<file path="src/rtl/accel_pkg.sv">
// Shared definitions for the accelerator fetch path.
//   BRAM_DATA_W / BRAM_ADDR_W : activation BRAM word and byte-address widths
//   BYTE_OFFSET               : log2 of bytes per BRAM word
//   fetch_state_e             : fetch FSM encoding (IDLE / RUN / DRAIN)
//   fifo_entry_t              : stream FIFO payload, {last, data}
//   word_to_byte()            : word index -> byte address
package accel_pkg;

  localparam int BRAM_DATA_W = 32;
  localparam int BRAM_ADDR_W = 32;
  localparam int BYTE_OFFSET = 2;
  localparam int WORD_PTR_W  = BRAM_ADDR_W - BYTE_OFFSET;

  typedef enum logic [1:0] {
    IDLE  = 2'd0,
    RUN   = 2'd1,
    DRAIN = 2'd2
  } fetch_state_e;

  typedef struct packed {
    logic                   last;
    logic [BRAM_DATA_W-1:0] data;
  } fifo_entry_t;

  function automatic logic [BRAM_ADDR_W-1:0] word_to_byte(
    input logic [WORD_PTR_W-1:0] word_idx
  );
    return {word_idx, {BYTE_OFFSET{1'b0}}};
  endfunction

endpackage

</file>
<file path="src/rtl/fetch_fifo.sv">
// Small synchronous FIFO carrying {last, data} stream entries.
//   clk, rst_ni   : clock, asynchronous active-low reset (empties FIFO, clears storage)
//   push_i        : write push_data_i (dropped only if full with no pop)
//   pop_i         : remove head (ignored when empty)
//   full_o/empty_o: occupancy flags
//   count_o       : current number of entries
//   head_o        : entry at the head, valid while !empty_o
module fetch_fifo
  import accel_pkg::*;
#(
  parameter int DEPTH = 4
) (
  input  logic                         clk,
  input  logic                         rst_ni,
  input  logic                         push_i,
  input  fifo_entry_t                  push_data_i,
  input  logic                         pop_i,
  output logic                         full_o,
  output logic                         empty_o,
  output logic [$clog2(DEPTH):0]       count_o,
  output fifo_entry_t                  head_o
);

  localparam int PTR_W = $clog2(DEPTH);
  localparam int CW    = PTR_W + 1;

  fifo_entry_t      mem_q [DEPTH];
  logic [PTR_W-1:0] wr_ptr_q;
  logic [PTR_W-1:0] rd_ptr_q;
  logic [CW-1:0]    count_q;
  logic             do_push_s;
  logic             do_pop_s;

  assign full_o  = (count_q == CW'(DEPTH));
  assign empty_o = (count_q == '0);
  assign count_o = count_q;
  assign head_o  = mem_q[rd_ptr_q];

  // A push into a full FIFO is only accepted when the head leaves in the same cycle.
  assign do_push_s = push_i & (~full_o | pop_i);
  assign do_pop_s  = pop_i & ~empty_o;

  // Storage, pointers and occupancy; depth is a power of two so pointers wrap naturally.
  always_ff @(posedge clk or negedge rst_ni) begin
    if (!rst_ni) begin
      for (int i = 0; i < DEPTH; i++) begin
        mem_q[i] <= '0;
      end
      wr_ptr_q <= '0;
      rd_ptr_q <= '0;
      count_q  <= '0;
    end else begin
      if (do_push_s) begin
        mem_q[wr_ptr_q] <= push_data_i;
        wr_ptr_q        <= wr_ptr_q + PTR_W'(1);
      end
      if (do_pop_s) begin
        rd_ptr_q <= rd_ptr_q + PTR_W'(1);
      end
      case ({do_push_s, do_pop_s})
        2'b10:   count_q <= count_q + CW'(1);
        2'b01:   count_q <= count_q - CW'(1);
        default: count_q <= count_q;
      endcase
    end
  end

endmodule

</file>
<file path="src/rtl/ifmap_fetch.sv">
// Input-feature-map fetch engine: reads num_words consecutive words from the
// activation BRAM starting at base_addr and streams them out in order.
//   clk, rst            : clock, asynchronous active-low reset
//   start, base_addr,
//   num_words           : transfer request (sampled only when idle)
//   busy, done          : transfer status; done pulses once per transfer
//   bram_*              : BRAM port (read-only use, 1-cycle registered read)
//   m_valid/m_ready,
//   m_data/m_last       : output stream, m_last marks the final word
module ifmap_fetch
  import accel_pkg::*;
#(
  parameter int FIFO_DEPTH = 4,
  parameter int CNT_W      = 16
) (
  input  logic                   clk,
  input  logic                   rst,
  input  logic                   start,
  input  logic [BRAM_ADDR_W-1:0] base_addr,
  input  logic [CNT_W-1:0]       num_words,
  output logic                   busy,
  output logic                   done,
  output logic [BRAM_ADDR_W-1:0] bram_addr,
  output logic                   bram_en,
  output logic [3:0]             bram_wen,
  output logic [BRAM_DATA_W-1:0] bram_din,
  input  logic [BRAM_DATA_W-1:0] bram_dout,
  output logic                   m_valid,
  input  logic                   m_ready,
  output logic [BRAM_DATA_W-1:0] m_data,
  output logic                   m_last
);

  localparam int FCNT_W = $clog2(FIFO_DEPTH) + 1;
  localparam int OUT_W  = FCNT_W + 1;

  fetch_state_e          state_q, state_d;
  logic [WORD_PTR_W-1:0] word_ptr_q, word_ptr_d;
  logic [CNT_W-1:0]      issue_left_q, issue_left_d;
  logic                  en_q, en_d;
  logic                  inflight_q;
  logic                  last_inflight_q;
  logic                  busy_q, busy_d;
  logic                  done_q, done_d;

  logic                  fifo_push_s;
  logic                  fifo_pop_s;
  logic                  fifo_full_s;
  logic                  fifo_empty_s;
  logic [FCNT_W-1:0]     fifo_count_s;
  logic [FCNT_W-1:0]     fifo_cnt_d_s;
  logic [OUT_W-1:0]      outstanding_d_s;
  fifo_entry_t           push_entry_s;
  fifo_entry_t           head_s;
  logic                  base_unused_s;

  // Byte-offset bits of the base address are ignored.
  assign base_unused_s = ^base_addr[BYTE_OFFSET-1:0];

  // Data returns one cycle after the read; the credit rule means the FIFO always
  // has room, the full guard only prevents an overwrite should that ever break.
  assign fifo_push_s  = inflight_q & (~fifo_full_s | fifo_pop_s);
  assign fifo_pop_s   = ~fifo_empty_s & m_ready;
  assign push_entry_s = '{last: last_inflight_q, data: bram_dout};

  fetch_fifo #(
    .DEPTH (FIFO_DEPTH)
  ) u_fifo (
    .clk         (clk),
    .rst_ni      (rst),
    .push_i      (fifo_push_s),
    .push_data_i (push_entry_s),
    .pop_i       (fifo_pop_s),
    .full_o      (fifo_full_s),
    .empty_o     (fifo_empty_s),
    .count_o     (fifo_count_s),
    .head_o      (head_s)
  );

  // Next-state, counters, and the read-issue decision for the following cycle.
  always_comb begin
    state_d      = state_q;
    word_ptr_d   = word_ptr_q;
    issue_left_d = issue_left_q;
    done_d       = 1'b0;

    case (state_q)
      IDLE: begin
        // busy_q is still high in a done cycle, so a start there is ignored.
        if (start && !busy_q) begin
          if (num_words == '0) begin
            done_d = 1'b1;
          end else begin
            state_d      = RUN;
            word_ptr_d   = base_addr[BRAM_ADDR_W-1:BYTE_OFFSET];
            issue_left_d = num_words;
          end
        end else begin
          state_d = IDLE;
        end
      end
      RUN: begin
        if (en_q) begin
          word_ptr_d   = word_ptr_q + WORD_PTR_W'(1);
          issue_left_d = issue_left_q - CNT_W'(1);
          if (issue_left_q == CNT_W'(1)) begin
            state_d = DRAIN;
          end else begin
            state_d = RUN;
          end
        end else begin
          state_d = RUN;
        end
      end
      DRAIN: begin
        if (fifo_pop_s && head_s.last) begin
          done_d  = 1'b1;
          state_d = IDLE;
        end else begin
          state_d = DRAIN;
        end
      end
      default: begin
        state_d = IDLE;
      end
    endcase

    // bram_en is registered, so the credit test looks one cycle ahead: FIFO
    // occupancy next cycle plus the read issued this cycle (in flight next cycle).
    fifo_cnt_d_s    = fifo_count_s + FCNT_W'(fifo_push_s) - FCNT_W'(fifo_pop_s);
    outstanding_d_s = {1'b0, fifo_cnt_d_s} + OUT_W'(en_q);
    en_d            = (state_d == RUN) && (issue_left_d != '0) &&
                      (outstanding_d_s < OUT_W'(FIFO_DEPTH));

    busy_d = (state_d != IDLE) | done_d;
  end

  // Control and status registers.
  always_ff @(posedge clk or negedge rst) begin
    if (!rst) begin
      state_q         <= IDLE;
      word_ptr_q      <= '0;
      issue_left_q    <= '0;
      en_q            <= 1'b0;
      inflight_q      <= 1'b0;
      last_inflight_q <= 1'b0;
      busy_q          <= 1'b0;
      done_q          <= 1'b0;
    end else begin
      state_q         <= state_d;
      word_ptr_q      <= word_ptr_d;
      issue_left_q    <= issue_left_d;
      en_q            <= en_d;
      inflight_q      <= en_q;
      last_inflight_q <= en_q & (issue_left_q == CNT_W'(1));
      busy_q          <= busy_d;
      done_q          <= done_d;
    end
  end

  assign busy      = busy_q;
  assign done      = done_q;
  assign bram_en   = en_q;
  assign bram_addr = word_to_byte(word_ptr_q);
  assign bram_wen  = 4'b0000;
  assign bram_din  = '0;
  assign m_valid   = ~fifo_empty_s;
  assign m_data    = head_s.data;
  assign m_last    = head_s.last;

endmodule

</file>
<file path="config.mk">
export PLATFORM = sky130hd
export DESIGN_NAME = ifmap_fetch
export DESIGN_NICKNAME = d
export VERILOG_FILES = /design/src/rtl/accel_pkg.sv /design/src/rtl/fetch_fifo.sv /design/src/rtl/ifmap_fetch.sv
export SDC_FILE = /design/constraint.sdc
export NUM_CORES = 1
export LEC_CHECK = 0
export BUFFER_PORTS_ARGS = -buffer_cell sky130_fd_sc_hd__buf_2
export CAP_MARGIN = 40
export CELL_PAD_IN_SITES_DETAIL_PLACEMENT = 0
export CELL_PAD_IN_SITES_GLOBAL_PLACEMENT = 1
export CORE_ASPECT_RATIO = 1.5
export CORE_UTILIZATION = 44
export DETAILED_ROUTE_END_ITERATION = 6
export PLACE_DENSITY_LB_ADDON = 0.1
export SYNTH_ARGS = -nofsm -noshare
export SYNTH_HDL_FRONTEND = slang
export SYNTH_SLANG_ARGS = --single-unit
</file>
<file path="constraint.sdc">
create_clock -name clk -period 3.5 [get_ports clk]
set_clock_uncertainty 0.2 [all_clocks]
set_input_delay 0.35 -clock clk [delete_from_list [all_inputs] [get_ports clk]]
set_output_delay 0.35 -clock clk [all_outputs]
set_load 0.05 [all_outputs]
</file>
==> metrics <==
run status=finished, final reports clean; flops & latches, synth=roughly 190; largest net degree at the start of global routing=~110; area of the multi-input gates=4490 um2; final non-filler cell total=1278; Final Cell Area=11600 um2; share of layout cells above drive strength 1=37.5%; pre-CTS setup slack=between 0.5 and 0.6 ns; Setup violations, final=0; placed insts=about 1.2k; Required @ worst endpoint=around 3.6 ns; Seq/Total Area, Yosys=49.7%; post-synthesis mux area share=between 20% and 30%; Initial Util=between 40 and 50%; Cell Area, Placed=10700 um2; Initial DRC Count=~300; crit start category=flip-flop; share of synthesized cell area in full adder, half adder and majority cells=under 10%; Slew Viols, Final=0; num rows=66; XOR/XNOR Fraction of Synth Area=less than 1%; Post-Syn Area per Cell=11.9 um2; most common flop cell mapped by yosys=dfrtp_1; post-layout min period=approximately 3.1 ns; Async SR Flop Fraction=between 90% and 100%; Tcrit/Tclk final=approximately 87%; clock sinks=roughly 190; DR vias/cell=between 5 and 6; MaxCap Viol Count=0; Synth Area in Simple Gates=9.52%; initial antenna violation count=1; Peak VDD IR=~0.00032 V; post-synthesis cell count=between 800 and 900; Synth Area in Compound Gates=under 10%; later-pin clock latency in the skew report=between 0.4 and 0.5 ns; post-DP HPWL=around 16000 um; Fill cells=roughly 1.9k; H-tree depth=4; Num CTS Buffers=17; nets=between 1k and 1.5k; Post-route DRC=0; largest family of logic cells by synthesized area=multiplexers; Hold Path Class=input pin to flip-flop; Die H=about 180 um; post-route setup slack=~0.44 ns; leading cell type in the layout, fill and taps excluded=dfrtp_1; crit path DAT=between 3 and 4 ns; CTS tree=done; critical path peak fanout=4; Setup TNS=0 ns; sequential cell area=4810 um2; fmax=0.327 GHz; Critical Path End Type=flip-flop; number of global-route vias before repair=approximately 7.4k; number of synthesized flops with an enable pin=0; final hold violations=0; core area=21600 um2; crit path kind=flip-flop to flip-flop; vias=~7.1k; power density cells=around 430 nW/um2; clk root buf=clkbuf_16; Slew HR=59.4%; Final Core Density=53.8%; most frequent cells in the layout=dfrtp_1, buf_2, mux2_2; ANT nets after route=0; die area=between 20000 and 25000 um2; number of synthesis warnings=0; first-pass GRT wire length=38000 um; grt ovf=0; Die X=about 120 um; Cell variety after synth=between 60 and 70; Leak Pwr=5.61 nW; Routed WL per cell=about 18 um; port buffer count=roughly 150; routed wire length=around 24000 um; synth-to-layout area growth=20.4%; GRT Total Usage=approximately 22%; clk buf depth=2; Pre-antenna DRT Iters=5; placer's final routability congestion estimate=roughly 0.94; number of top-level pins=189; slew at the pin with the worst max-slew slack=about 0.6 ns; Mapped Area=between 9000 and 10000 um2; Worst-path clk slew=0.07 ns; RSZ-0062 raised after global routing=no
## area by class of cell
type                            count  share of cell area, %
Clock buffer                       20                   3.84
Antenna cell                        1                 0.0215
Multi-Input combinational cell    556                   38.6
Tap cell                          272                   2.93
Sequential cell                   192                   41.3
Clock inverter                     10                  0.979
Inverter                           20                  0.645
Timing Repair Buffer              207                   11.7
## routing by layer
metal  wire [um]  track usage (%)
met5           0                0
met4         384             7.18
met3        1220             4.84
met2       12700             39.7
met1        9230             25.3
## sequential cells by signal, summed over array words and instances (netlist names)
| register | count |
|---|---|
| bram_en | 1 |
| busy | 1 |
| done | 1 |
| inflight_q | 1 |
| issue_left_q | 16 |
| last_inflight_q | 1 |
| state_q | 2 |
| u_fifo.count_o | 3 |
| u_fifo.mem_q | 132 |
| u_fifo.rd_ptr_q | 2 |
| u_fifo.wr_ptr_q | 2 |
| word_ptr_q | 30 |
## cells by family after synthesis
group | Yosys count
buffers and inverters | 103
adders and majority gates | 12
xor gates and xnor gates | 8
DFF | 192
and+or+nand+nor | 182
muxes | 170
AOI/OAI and AO/OA | 146
other | 1
## per-stage QoR
step | power (W) | hold WS [ns]
floorplan | 0.00292 | -0.146
global placement | 0.00314 | 0.281
detailed placement | 0.00316 | -0.0331
CTS | 0.00511 | 0.00725
global route | 0.00527 | 0.0338
finish | 0.00503 | 0.0277
## final timing paths
path | startpoint | to | slack (ns) | cells after the start
setup / recovery | issue_left_q[1]$_DFF_PN0_ | bram_en$_DFF_PN0_ | 0.44 | 9
hold / removal | base_addr[31] | word_ptr_q[29]$_DFFE_PN0P_ | 0.03 | 3
setup reg to reg | issue_left_q[1]$_DFF_PN0_ | bram_en$_DFF_PN0_ | 0.44 | 9
hold reg to reg | u_fifo.mem_q[18]$_DFFE_PN0P_ | u_fifo.mem_q[18]$_DFFE_PN0P_ | 0.30 | 1
max in group asynchronous | rst | word_ptr_q[11]$_DFFE_PN0P_ | 2.06 | 4
min in group asynchronous | rst | u_fifo.mem_q[107]$_DFFE_PN0P_ | 0.08 | 2
## worst max-delay path, cell delays in order, from the launching register on
cell and delay, ns:
dfrtp_1 0.41, inv_1 0.11, ha_1 0.24, nor4bb_1 0.46
nand2_1 0.13, or4_1 0.42, a31o_1 0.25, a2111o_1 0.42
nor4_2 0.19, a31oi_1 0.12
## synthesized netlist by cell type (2+ instances only)
| library cell | number | area, um2 |
|---|---|---|
| dfrtp_1 | 192 | 4800 |
| mux2_2 | 132 | 1490 |
| a21oi_1 | 60 | 300 |
| nand2_1 | 59 | 221 |
| buf_4 | 38 | 285 |
| mux4_2 | 33 | 743 |
| o21ai_0 | 32 | 160 |
| nor2_1 | 30 | 113 |
| nand3_1 | 28 | 140 |
| clkbuf_1 | 24 | 90.1 |
| inv_1 | 20 | 75.1 |
| buf_1 | 15 | 56.3 |
| nor3_1 | 14 | 70.1 |
| o22ai_1 | 14 | 87.6 |
| ha_1 | 10 | 125 |
| nand4_1 | 7 | 43.8 |
| nor4_1 | 7 | 43.8 |
| and3_1 | 6 | 37.5 |
| buf_2 | 6 | 30.0 |
| nand2b_1 | 6 | 37.5 |
| xnor2_1 | 6 | 52.6 |
| a31oi_1 | 5 | 31.3 |
| mux2i_1 | 5 | 50.1 |
| or4_1 | 5 | 37.5 |
| o21ai_1 | 3 | 15.0 |
| a211oi_1 | 2 | 15.0 |
| a221oi_1 | 2 | 17.5 |
| a22oi_1 | 2 | 15.0 |
| a41oi_1 | 2 | 17.5 |
| and2_1 | 2 | 12.5 |
| and4_1 | 2 | 17.5 |
| fa_1 | 2 | 40.0 |
| nand4bb_1 | 2 | 22.5 |
| nor2b_1 | 2 | 12.5 |
| nor4_2 | 2 | 25.0 |
| nor4b_1 | 2 | 17.5 |
| o211ai_1 | 2 | 15.0 |
| o21a_1 | 2 | 15.0 |
| o221a_2 | 2 | 22.5 |
| o32ai_1 | 2 | 17.5 |
| or3_1 | 2 | 12.5 |
| or3b_1 | 2 | 17.5 |
| xor2_1 | 2 | 17.5 |
## power by group
group          internal (W)  switching, W  total, W  leakage, nW
logic              0.000339      0.000459  0.000798         2.75
registers           0.00225     0.0000866   0.00234         2.59
clock network       0.00106      0.000827   0.00189        0.276
total               0.00366       0.00137   0.00503         5.61
## what timing repair did
| action | 4_1_cts | 5_1_grt |
|---|---|---|
| endpoints found under the hold margin | 241 | 0 |
| hold buffers | 39 | 0 |
| setup buffers | 0 | 0 |
| resized for setup | 0 | 0 |
No activity file was read; power rests on OpenSTA's default activity.
